### src/rtl/fpu_vec_normalize.sv
// fpu_vec_normalize: scales a latched half-precision 3-vector by the
// reciprocal square root delivered by fastInvSqrt, one component per cycle
// on a single shared half-precision multiplier.
module fpu_vec_normalize #(
  parameter int          TIMEOUT = 255,
  parameter logic [15:0] NAN_OUT = 16'h7E00
) (
  input  logic        clk,
  input  logic        reset,
  input  logic        start,
  input  logic [15:0] xin,
  input  logic [15:0] yin,
  input  logic [15:0] zin,
  input  logic        rsq_valid,
  input  logic [15:0] rsq,
  input  logic [1:0]  rsq_ofuf,
  output logic        busy,
  output logic        out_valid,
  output logic [1:0]  out_idx,
  output logic [15:0] out_data,
  output logic [1:0]  OFUF,
  output logic        done
);

  typedef enum logic [2:0] {IDLE, WAIT_RSQ, MUL0, MUL1, MUL2} state_t;

  localparam logic [15:0] TO = 16'(TIMEOUT);

  state_t      state;
  logic [15:0] xr, yr, zr, rr;
  logic [15:0] cnt;
  logic [15:0] cnt_inc;

  logic [15:0] opa;
  logic [15:0] prod;
  logic [1:0]  pflags;

  logic        sign;
  logic [4:0]  ea, eb;
  logic        a_nan, a_inf, a_zero, b_nan, b_inf, b_zero;
  logic [10:0] siga, sigb;
  logic [21:0] p;
  logic [9:0]  mant;
  logic        guard, sticky;
  logic [10:0] mr;
  logic [6:0]  esum;
  logic [4:0]  efin;

  assign cnt_inc = cnt + 16'd1;

  // Select the component that the multiplier works on this cycle.
  always_comb begin
    opa = '0;
    case (state)
      MUL0:    opa = xr;
      MUL1:    opa = yr;
      MUL2:    opa = zr;
      default: opa = '0;
    endcase
  end

  // Half-precision multiply of the selected component by the latched rsq.
  // esum carries the +15 bias offset so overflow/underflow tests stay unsigned:
  // final exponent = esum - 15, so >=31 means esum>=46 and <=0 means esum<=15.
  always_comb begin
    prod   = '0;
    pflags = '0;
    sign   = opa[15] ^ rr[15];
    ea     = opa[14:10];
    eb     = rr[14:10];
    a_nan  = (&ea) && (|opa[9:0]);
    a_inf  = (&ea) && !(|opa[9:0]);
    a_zero = !(|ea);
    b_nan  = (&eb) && (|rr[9:0]);
    b_inf  = (&eb) && !(|rr[9:0]);
    b_zero = !(|eb);
    siga   = {1'b1, opa[9:0]};
    sigb   = {1'b1, rr[9:0]};
    p      = {11'd0, siga} * {11'd0, sigb};
    if (p[21]) begin
      mant   = p[20:11];
      guard  = p[10];
      sticky = |p[9:0];
    end else begin
      mant   = p[19:10];
      guard  = p[9];
      sticky = |p[8:0];
    end
    mr   = {1'b0, mant} + {10'd0, guard & (sticky | mant[0])};
    esum = {2'b00, ea} + {2'b00, eb} + {6'd0, p[21]} + {6'd0, mr[10]};
    efin = esum[4:0] - 5'd15;

    if (a_nan || b_nan || (a_inf && b_zero) || (b_inf && a_zero)) begin
      prod = NAN_OUT;
    end else if (a_inf || b_inf) begin
      prod = {sign, 5'h1F, 10'd0};
    end else if (a_zero || b_zero) begin
      prod = {sign, 15'd0};
    end else if (esum >= 7'd46) begin
      prod   = {sign, 5'h1F, 10'd0};
      pflags = 2'b10;
    end else if (esum <= 7'd15) begin
      prod   = {sign, 15'd0};
      pflags = 2'b01;
    end else begin
      prod = {sign, efin, mr[9:0]};
    end
  end

  // Control sequence, operand/rsq latches, timeout counter and registered outputs.
  always_ff @(posedge clk or negedge reset) begin
    if (!reset) begin
      state     <= IDLE;
      xr        <= '0;
      yr        <= '0;
      zr        <= '0;
      rr        <= '0;
      cnt       <= '0;
      busy      <= 1'b0;
      out_valid <= 1'b0;
      out_idx   <= '0;
      out_data  <= '0;
      OFUF      <= '0;
      done      <= 1'b0;
    end else begin
      out_valid <= 1'b0;
      done      <= 1'b0;
      case (state)
        IDLE: begin
          if (start) begin
            xr    <= xin;
            yr    <= yin;
            zr    <= zin;
            OFUF  <= '0;
            cnt   <= '0;
            busy  <= 1'b1;
            state <= WAIT_RSQ;
          end
        end
        WAIT_RSQ: begin
          if (rsq_valid) begin
            rr    <= rsq;
            OFUF  <= OFUF | rsq_ofuf;
            state <= MUL0;
          end else if ((TIMEOUT != 0) && (cnt_inc == TO)) begin
            cnt   <= cnt_inc;
            done  <= 1'b1;
            OFUF  <= 2'b11;
            busy  <= 1'b0;
            state <= IDLE;
          end else begin
            cnt <= cnt_inc;
          end
        end
        MUL0: begin
          out_valid <= 1'b1;
          out_idx   <= 2'd0;
          out_data  <= prod;
          OFUF      <= OFUF | pflags;
          state     <= MUL1;
        end
        MUL1: begin
          out_valid <= 1'b1;
          out_idx   <= 2'd1;
          out_data  <= prod;
          OFUF      <= OFUF | pflags;
          state     <= MUL2;
        end
        MUL2: begin
          out_valid <= 1'b1;
          out_idx   <= 2'd2;
          out_data  <= prod;
          OFUF      <= OFUF | pflags;
          done      <= 1'b1;
          busy      <= 1'b0;
          state     <= IDLE;
        end
        default: state <= IDLE;
      endcase
    end
  end

endmodule

### config.mk
export PLATFORM = sky130hd
export DESIGN_NAME = fpu_vec_normalize
export DESIGN_NICKNAME = d
export VERILOG_FILES = /design/src/rtl/fpu_vec_normalize.sv
export SDC_FILE = /design/constraint.sdc
export NUM_CORES = 1
export LEC_CHECK = 0
export ABC_CLOCK_PERIOD_IN_PS = 13500
export CAP_MARGIN = 20
export CORE_AREA = 4 4 111 166
export CTS_BUF_LIST = sky130_fd_sc_hd__clkbuf_4
export CTS_CLUSTER_SIZE = 20
export DETAILED_ROUTE_END_ITERATION = 16
export DIE_AREA = 0 0 115 170
export PLACE_DENSITY = 0.82
export SYNTH_ARGS = -nofsm -noshare
export SYNTH_HDL_FRONTEND = slang
export SYNTH_SLANG_ARGS = --single-unit
### constraint.sdc
create_clock -name clk -period 13.5 [get_ports clk]
set_input_delay 4.05 -clock clk [delete_from_list [all_inputs] [get_ports clk]]
set_output_delay 4.05 -clock clk [all_outputs]
set_load 0.02 [all_outputs]
==> metrics.md, run 1 <==
| Metric | Value |
|---|---|
| Gp weighted congestion | about 0.94 |
| Yosys warnings | 0 |
| Period utilization | about 86% |
| Clk slew on worst S/H paths | approximately 0.19 ns |
| Met1 usage | 31.0% |
| CTS tree | yes |
| Port bufs | a little over 90 |
| Endpoint type of the worst setup path | flop |
| Layout area overhead | 11.9% |
| Bufs on Longest Clock Path | 2 |
| Fraction of layout cells with a size suffix above 1 | 9.00% |
| Core Box Area | roughly 17000 um^2 |
| Met3 Resource Use GR | 4.06% |
| Bufs and invs on worst path | 6 |
| Postcts setup bufs | 0 |
| Final ANT Viol Nets | 0 |
| Req. time, crit path | between 10 and 15 ns |
| Via count | between 8000 and 9000 |
| Clk root buf | clkbuf_4 |
| Clk_skew | 0.0286 ns |
| Crit Path Class | flop to flop |
| Busiest layer in global routing | met2 |
| Commonest non-fill, non-tap cell in the layout | inv_1 |
| Vias in the first global route | ~8500 |
| Worst min path class | flop to flop |
| Clock Sinks | ~110 |
| Top Ports | between 90 and 100 |
| Status | finished, final reports clean |
| Final nets | 1365 |
| DRC | 0 |
| CP delay by family, top | adder cells |
| CP most frequent cell | fa_1 |
| Initial antenna violation count | 1 |
| Synth area leaders | dfrtp_1, fa_1, ha_1 |
| Post-CTS Hold Buffers | 0 |
| DIE AREA | just under 20000 um^2 |
| Final hold vios | 0 |
| Vias per cell | approximately 6 |
| Slew margin rel. | approximately 29% |
| Finish-stage setup viols | 0 |
| Total track usage | approximately a quarter |
| TNS Setup | 0 ns |
| Die width | between 100 and 150 um |
| Critical path arrival | roughly 12 ns |
| First-pass GRT wire length | between 40000 and 50000 um |
| GR Overflow Total | 0 |
| Post-Synthesis Net Count | between 1000 and 1500 |
| Max-slew violation count | 0 |
| First DRT Iteration DRCs | between 400 and 500 |
| Number of buffers created by CTS | 9 |
| Starting Density | about three fifths |
| Slowest stage delay, CP | 1.00 ns |
| DR WL/cell | about 18 um |
| Yosys top cell by area | dfrtp_1 |
| Worst Setup Start Kind | flop |
| Largest net degree at the start of global routing | 74 |
| Initial DRT Pass Iterations | 5 |
| Fillers | approximately 1400 |
| Total of max-cap violations | 0 |
| Clk_lat worst skew | about 0.51 ns |
| Post-Synthesis Cells | roughly 1100 |
| FP Rows | 59 |
| Post-synthesis sequential area ratio | between 20% and 30% |
| Asr flop ratio synth | between 90% and 100% |
| Worst path slowest cell | o2bb2ai_1 |
| CP Max Fanout | 18 |
| Distinct cells, synth | 75 |
| Post-synth EDFFs | 0 |
| Height of the die | 170 um |
| FMAX | 85.9 MHz |
| Post-synthesis register bit count | around 110 |
| Met2 GRT Util | between 40% and 50% |
| Commonest non-fill, non-tap cells in the layout | inv_1, dfrtp_1, nand2_1 |
| # resized after CTS | 0 |
| RSZ-0062 raised after global routing | no |
| Dpl hpwl | 19300 um |
| Flop-to-flop setup slack | between 1.5 and 2 ns |
| Primary FF master, synth | dfrtp_1 |
| Final Critical Period | about 12 ns |
| Drt total wl | 24700 um |
| Slew of the pin with the lowest slew margin | 1.07 ns |
| Netlist Area Pre-Place | between 10000 and 15000 um^2 |
| Synth top area share | a little over a quarter |
| H-tree levels | 3 |
| Post-synthesis average cell area | a little over 9 um^2 |
==> cell type report <==
| class | count | area [um^2] | area share, % |
|---|---|---|---|
| multi-input combinational | 787 | 6720 | 59.7 |
| sequential | 106 | 2650 | 23.6 |
| timing repair buffer | 99 | 971 | 8.62 |
| inverter | 137 | 514 | 4.57 |
| tap | 213 | 267 | 2.37 |
| clock buffer | 9 | 67.6 | 0.600 |
| clock inverter | 7 | 66.3 | 0.589 |
| antenna | 1 | 2.50 | 0.0222 |
==> cells by family (layout without fill, tap and decap cells) <==
family	after synthesis	count (layout)	share of synthesized area, %
xor+xnor	27	27	2.35
compound gates	203	203	14.3
fa+ha+maj	155	155	25.4
simple gates	323	323	16.0
other cells	0	1	0
mux	79	79	8.60
buf+inv	184	252	7.00
flops	106	106	26.4
==> flip-flops by register name (all words and copies together), names as in the netlist <==
name / flops
OFUF: 2
busy: 1
cnt: 16
done: 1
out_data: 16
out_idx: 2
out_valid: 1
rr: 16
state: 3
xr: 16
yr: 16
zr: 16
==> path summary, 6_finish.rpt <==
check                            startpoint          end  depth (start not counted)
worst max-delay path               state[1]  out_data[6]                         35
worst min-delay path            out_data[4]  out_data[4]                          1
worst max register to register     state[1]  out_data[6]                         35
worst min register to register  out_data[4]  out_data[4]                          1
max in group asynchronous             reset       cnt[2]                          2
min in group asynchronous             reset      cnt[13]                          1
==> metal layers <==
layer / share of wire [%] / wire [um] / up-vias
met2: 54 / 13300 / 216
met4: 4.1 / 1020 / 0
met1: 39 / 9510 / 3950
li1: - / - / 3787
met5: 0 / 0 / -
met3: 3.6 / 900 / 72
==> synth_stat cells (6+ instances only) <==
master	number
a22o_1	8
mux2i_1	19
a32o_1	7
xnor2_1	17
and3_1	11
nand2b_1	7
dfrtp_1	106
clkbuf_1	37
a21o_1	12
nand2_1	101
nand4_1	6
mux2_2	60
o21ai_1	7
o2bb2ai_1	14
a31oi_1	10
o21ai_0	46
and2_1	58
ha_1	73
o31ai_1	7
a21oi_1	35
fa_1	82
nor3_1	18
o211ai_1	9
nor2_1	64
xor2_1	10
nor4_1	8
inv_1	137
nand3_1	18
==> stage by stage <==
stage,utilization (%),worst slack (ns),cells,hold slack [ns],cell area (um^2)
2_1_floorplan,-,3.53,1077,0.464,10100
3_3_place_gp,65.0,2.42,1342,0.484,11100
3_5_place_dp,65.0,2.07,1342,0.489,11100
4_1_cts,65.7,1.97,1358,0.530,11300
5_1_grt,65.8,1.02,1359,0.546,11300
6_report,65.8,1.86,1359,0.522,11300
Power of run 1 is left out: the tool's default activity adds up to more than one toggle a clock period on the data nets, which glitch-free logic cannot reach.
==> run 2: changes to the inputs <==
==> constraint.sdc (replaced) <==
create_clock -name clk -period 13.5 [get_ports clk]
set_input_delay 4.05 -clock clk [delete_from_list [all_inputs] [get_ports clk]]
set_output_delay 4.05 -clock clk [all_outputs]
set_load 0.1 [all_outputs]
==> results of run 2 <==
Same layout as run 1 (identical final DEF). Status: finished, final reports clean.
Power of run 2 is left out for the same reason.
==> RTL change 1: new RTL, config.mk and constraints of run 1 <==
Register the input `rsq` before use. The logic sees it one clock later. The other inputs are not delayed to match. Comments in the files are not updated.
--- a/src/rtl/fpu_vec_normalize.sv
+++ b/src/rtl/fpu_vec_normalize.sv
@@ -25,6 +25,12 @@
   typedef enum logic [2:0] {IDLE, WAIT_RSQ, MUL0, MUL1, MUL2} state_t;
 
   localparam logic [15:0] TO = 16'(TIMEOUT);
+
+  logic [15:0] rsq_q;
+
+  always_ff @(posedge clk) begin
+    rsq_q <= rsq;
+  end
 
   state_t      state;
   logic [15:0] xr, yr, zr, rr;
@@ -139,7 +145,7 @@
         end
         WAIT_RSQ: begin
           if (rsq_valid) begin
-            rr    <= rsq;
+            rr    <= rsq_q;
             OFUF  <= OFUF | rsq_ofuf;
             state <= MUL0;
           end else if ((TIMEOUT != 0) && (cnt_inc == TO)) begin
Formal check against the unedited RTL: not equivalent (Yosys sat finds a counterexample within 4 cycles, from zero or initial values and one cycle with reset low).
==> RTL change 1 against run 1 <==
Non-clock buffer count unchanged; setup slack better by 0.55 ns; critical endpoint is now out_data[8]; synthesized area up 1.9%; count of clock-buffer cells in the layout up 9; routed wire length down 4.1%; sequential share of layout area up 2.1 points; largest cell class unchanged; utilization up 2.0 points; sequential cell count up 16; design area up 3.0%.
Power is left out: the tool's default activity adds up to more than one toggle a clock period on the data nets, which glitch-free logic cannot reach.
==> RTL change 1: results (changes against run 1) <==
- Worst Min Path Start: rsq_q[2]
- Largest net degree at the start of global routing: 78 (+5.4%)
- Sequential element share of the synthesized area: 0.2898 (+0.02624)
- Post-DP HPWL: 18670 um (-3.4%)
- Mux cell area share after synthesis: 0.03293 (-0.05309)
- Post-Synth XOR/XNOR Area: 0.03061 (+0.007117)
- DR iter-0 viols: 391 (-19%)
- Post-synth top cells: 227 x nand2_1, 136 x inv_1, 106 x dfrtp_1
- Routability Congestion: 0.9192 (-1.8%)
- First-pass GRT wire length: 39250 um (-4.8%)
- Die area: 19550 um2 (unchanged)
- Max incr delay on CP: 0.90 ns (-0.10 ns)
- Worst skew pair latency: 0.54 ns (+0.03 ns)
- Hold Crit Class: reg2reg
- Layout cell share with drive strength beyond 1: 0.06612 (-0.02383)
- Worst Skew: 0.02897 ns (+0.0003961 ns)
- Drt via density: 5.718 (-3.2%)
- WL final: 23680 um (-4.1%)
- Post CTS Setup Buffer Count: 0 (unchanged)
- Relative slew slack: 0.3242 (+0.03817)
- H-tree depth: 4 (+1)
- Vias in the first global route: 8425 (-1.3%)
- Total GRT Usage: 0.2497 (-0.01533)
- Post-synthesis compound-gate area fraction: 0.1241 (-0.01855)
- Net Count, Synth: 1368 (+5.1%)
- Adder-cell share of the synthesized area: 0.2490 (-0.004798)
- Synth top area cells: dfrtp_1 26%, fa_1 16%, ha_1 8.9%
- Main synth FF type: dfrtp_1
- Num CTS Buffers: 17 (+8)
- CP max FO: 19 (+1)
- Worst-path clk slew: 0.14 ns (-0.05 ns)
- Quantity of gates resized following cts: 0 (unchanged)
- Synth unique cells: 77 (+2.7%)
- Run status: completed
- Number of fill cells in the layout: 1407 (+1.0%)
- Max Root-Sink Buffers: 2 (unchanged)
- WP data arrival: 11.52 ns (-0.53 ns)
- Async S/R FF share, synth: 0.8689 (-0.1311)
RTL change 1: stage by stage:
stage | hold slack, ns | std cells | worst slack [ns] | util | area, um2
2_1_floorplan | 0.4096 | 1143 | 3.724 | - | 10260
3_3_place_gp | 0.4238 | 1406 | 2.939 | 0.6604 | 11310
3_5_place_dp | 0.4250 | 1406 | 2.502 | 0.6604 | 11310
4_1_cts | 0.4508 | 1438 | 2.484 | 0.6771 | 11600
5_1_grt | 0.4553 | 1439 | 1.398 | 0.6772 | 11600
6_report | 0.4500 | 1439 | 2.408 | 0.6772 | 11600
RTL change 1: metal layers:
layer  global-route usage  wire [um]  vias up
met5                    0          0        -
met4               0.1078        831        0
met3              0.04020        956       57
met2               0.4456      12740      231
met1               0.2936       9160     3996
li1                     -          -     3944
RTL change 1: critical path: cells and delay by family (launching register included):
kind / cells / cell delay [ns]
DFF: 1 / 0.64
AOI/OAI and AO/OA: 12 / 4.33
and+or+nand+nor: 8 / 1.40
adders and majority gates: 10 / 4.11
buffers and inverters: 6 / 0.50
RTL change 1: cells by family after synthesis:
| kind of cell | count (synthesis) |
|---|---|
| simple gates | 433 |
| buf+inv | 186 |
| compound gates | 180 |
| fa+ha+maj | 155 |
| flops | 122 |
| xor+xnor | 35 |
| mux | 32 |
RTL change 1: final timing paths:
kind,slack (ns),endpoint,cells after the start
min in group asynchronous,3.40,cnt[5],1
hold / removal,0.45,rr[2],2
hold reg to reg,0.45,rr[2],2
setup / recovery,2.41,out_data[8],36
max in group asynchronous,8.77,rr[4],2
setup reg to reg,2.41,out_data[8],36
RTL change 1: area by class of cell:
cell class,instances,area [um2],share of cell area
Antenna cell,1,2.502,0.0002158
Clock buffer,18,135.1,0.01165
Clock inverter,14,151.4,0.01305
Inverter,137,514.2,0.04434
Multi-Input combinational cell,835,6585,0.5677
Sequential cell,122,2973,0.2563
Tap cell,213,266.5,0.02298
Timing Repair Buffer,99,970.9,0.08371
==> RTL change 2: new RTL, config.mk and constraints of run 1 <==
Made on the original files. `NAN_OUT`: 16'h7E00 -> 16'h3F00.
--- a/src/rtl/fpu_vec_normalize.sv
+++ b/src/rtl/fpu_vec_normalize.sv
@@ -3,7 +3,7 @@
 // on a single shared half-precision multiplier.
 module fpu_vec_normalize #(
   parameter int          TIMEOUT = 255,
-  parameter logic [15:0] NAN_OUT = 16'h7E00
+  parameter logic [15:0] NAN_OUT = 16'h3F00
 ) (
   input  logic        clk,
   input  logic        reset,
Check against the original RTL: not equivalent (a bounded check fails within 4 cycles, from zero or initial values and one cycle with reset low).
==> RTL change 2 against run 1 <==
Routed wire length decreased by 5.2%; synthesized area decreased by 0.76%; clock skew decreased by 0.013 ns; non-clock buffer count increased by 5; sequential cell count unchanged; fmax increased by 5.8%; setup slack improved by 0.64 ns; design area decreased by 0.66%; critical path type unchanged.
Power is not shown: default switching activity piles up to over one toggle a cycle in this logic, so the estimate is an artifact.
==> RTL change 2: results (changes against run 1) <==
- Run status: completed
- Post-DP HPWL: 18570 um (-3.9%)
- Worst slew pin tran: 1.094 ns (+0.02344 ns)
- Drt via density: 5.713 (-3.3%)
- Layout cell share with drive strength beyond 1: 0.05707 (-0.03288)
- Worst-path clk slew: 0.16 ns (-0.03 ns)
- Adder-cell share of the synthesized area: 0.2558 (+0.001939)
- WL final: 23400 um (-5.2%)
- Max incr delay on CP: 0.74 ns (-0.26 ns)
- Synth top area cells: dfrtp_1 27%, fa_1 16%, nand2_1 10%
- Post-synthesis compound-gate area fraction: 0.1096 (-0.03310)
- Post-synth top cells: 267 x nand2_1, 131 x inv_1, 106 x dfrtp_1
- Mux cell area share after synthesis: 0.03156 (-0.05445)
- # nets final: 1464 (+7.3%)
- Synth top area share: 0.2655 (+0.002013)
- Post-Synth XOR/XNOR Area: 0.02981 (+0.006317)
- DR iter-0 viols: 411 (-14%)
- Net Count, Synth: 1402 (+7.7%)
- Routability Congestion: 0.9187 (-1.8%)
- Number of fill cells in the layout: 1443 (+3.6%)
- WP data arrival: 11.38 ns (-0.67 ns)
- Synth unique cells: 81 (+8.0%)
- Crit path max-delay cell type: o21ai_1
- Worst Skew: 0.01511 ns (-0.01346 ns)
- Vias in the first global route: 8448 (-1.0%)
- Total GRT Usage: 0.2494 (-0.01567)
- Largest net degree at the start of global routing: 62 (-16%)
- Sequential element share of the synthesized area: 0.2655 (+0.002013)
-- RTL change 2: final cells by class --
class,count,area share
Timing Repair Buffer,104,0.09014
Tap cell,213,0.02382
Multi-Input combinational cell,885,0.5911
Sequential cell,106,0.2371
Clock buffer,11,0.007381
Clock inverter,5,0.005592
Antenna cell,1,0.0002237
Inverter,133,0.04462
-- RTL change 2: cell families (layout without fill, tap and decap cells) --
kind of cell | count (synthesis) | after routing
compound gates | 171 | 171
xor+xnor | 34 | 34
fa+ha+maj | 155 | 155
buf+inv | 186 | 253
flops | 106 | 106
mux | 30 | 30
other cells | 0 | 1
simple gates | 495 | 495
-- RTL change 2: worst min-delay path by stage --
stage           start  endpoint  slack, ns  cells after the start
2_1_floorplan   xr[0]     xr[0]       0.44                      2
5_1_grt         yr[7]     yr[7]       0.51                      2
4_1_cts        xr[11]    xr[11]       0.50                      2
6_report        zr[9]     zr[9]       0.49                      2
3_5_place_dp   xr[11]    xr[11]       0.46                      2
3_3_place_gp   zr[13]    zr[13]       0.46                      2
-- RTL change 2: per-layer routing --
metal	share of wire	vias to the layer above	track usage
li1	-	3971	-
met3	0.040	78	0.02704
met2	0.54	242	0.4498
met1	0.38	4038	0.2937
met4	0.043	0	0.1154
met5	0	-	0
-- RTL change 2: stage by stage --
step           cells  worst slack (ns)  cell area, um2
2_1_floorplan   1177             3.457            9990
3_3_place_gp    1441             3.129           11040
3_5_place_dp    1441             2.597           11040
4_1_cts         1457             2.528           11190
5_1_grt         1458             1.515           11190
6_report        1458             2.499           11190
-- RTL change 2: critical path, delay by kind of cell, from the launching register on --
kind,cells,cell delay (ns)
flops,1,0.60
fa+ha+maj,10,4.15
compound gates,10,2.89
simple gates,12,2.95
buf+inv,5,0.29
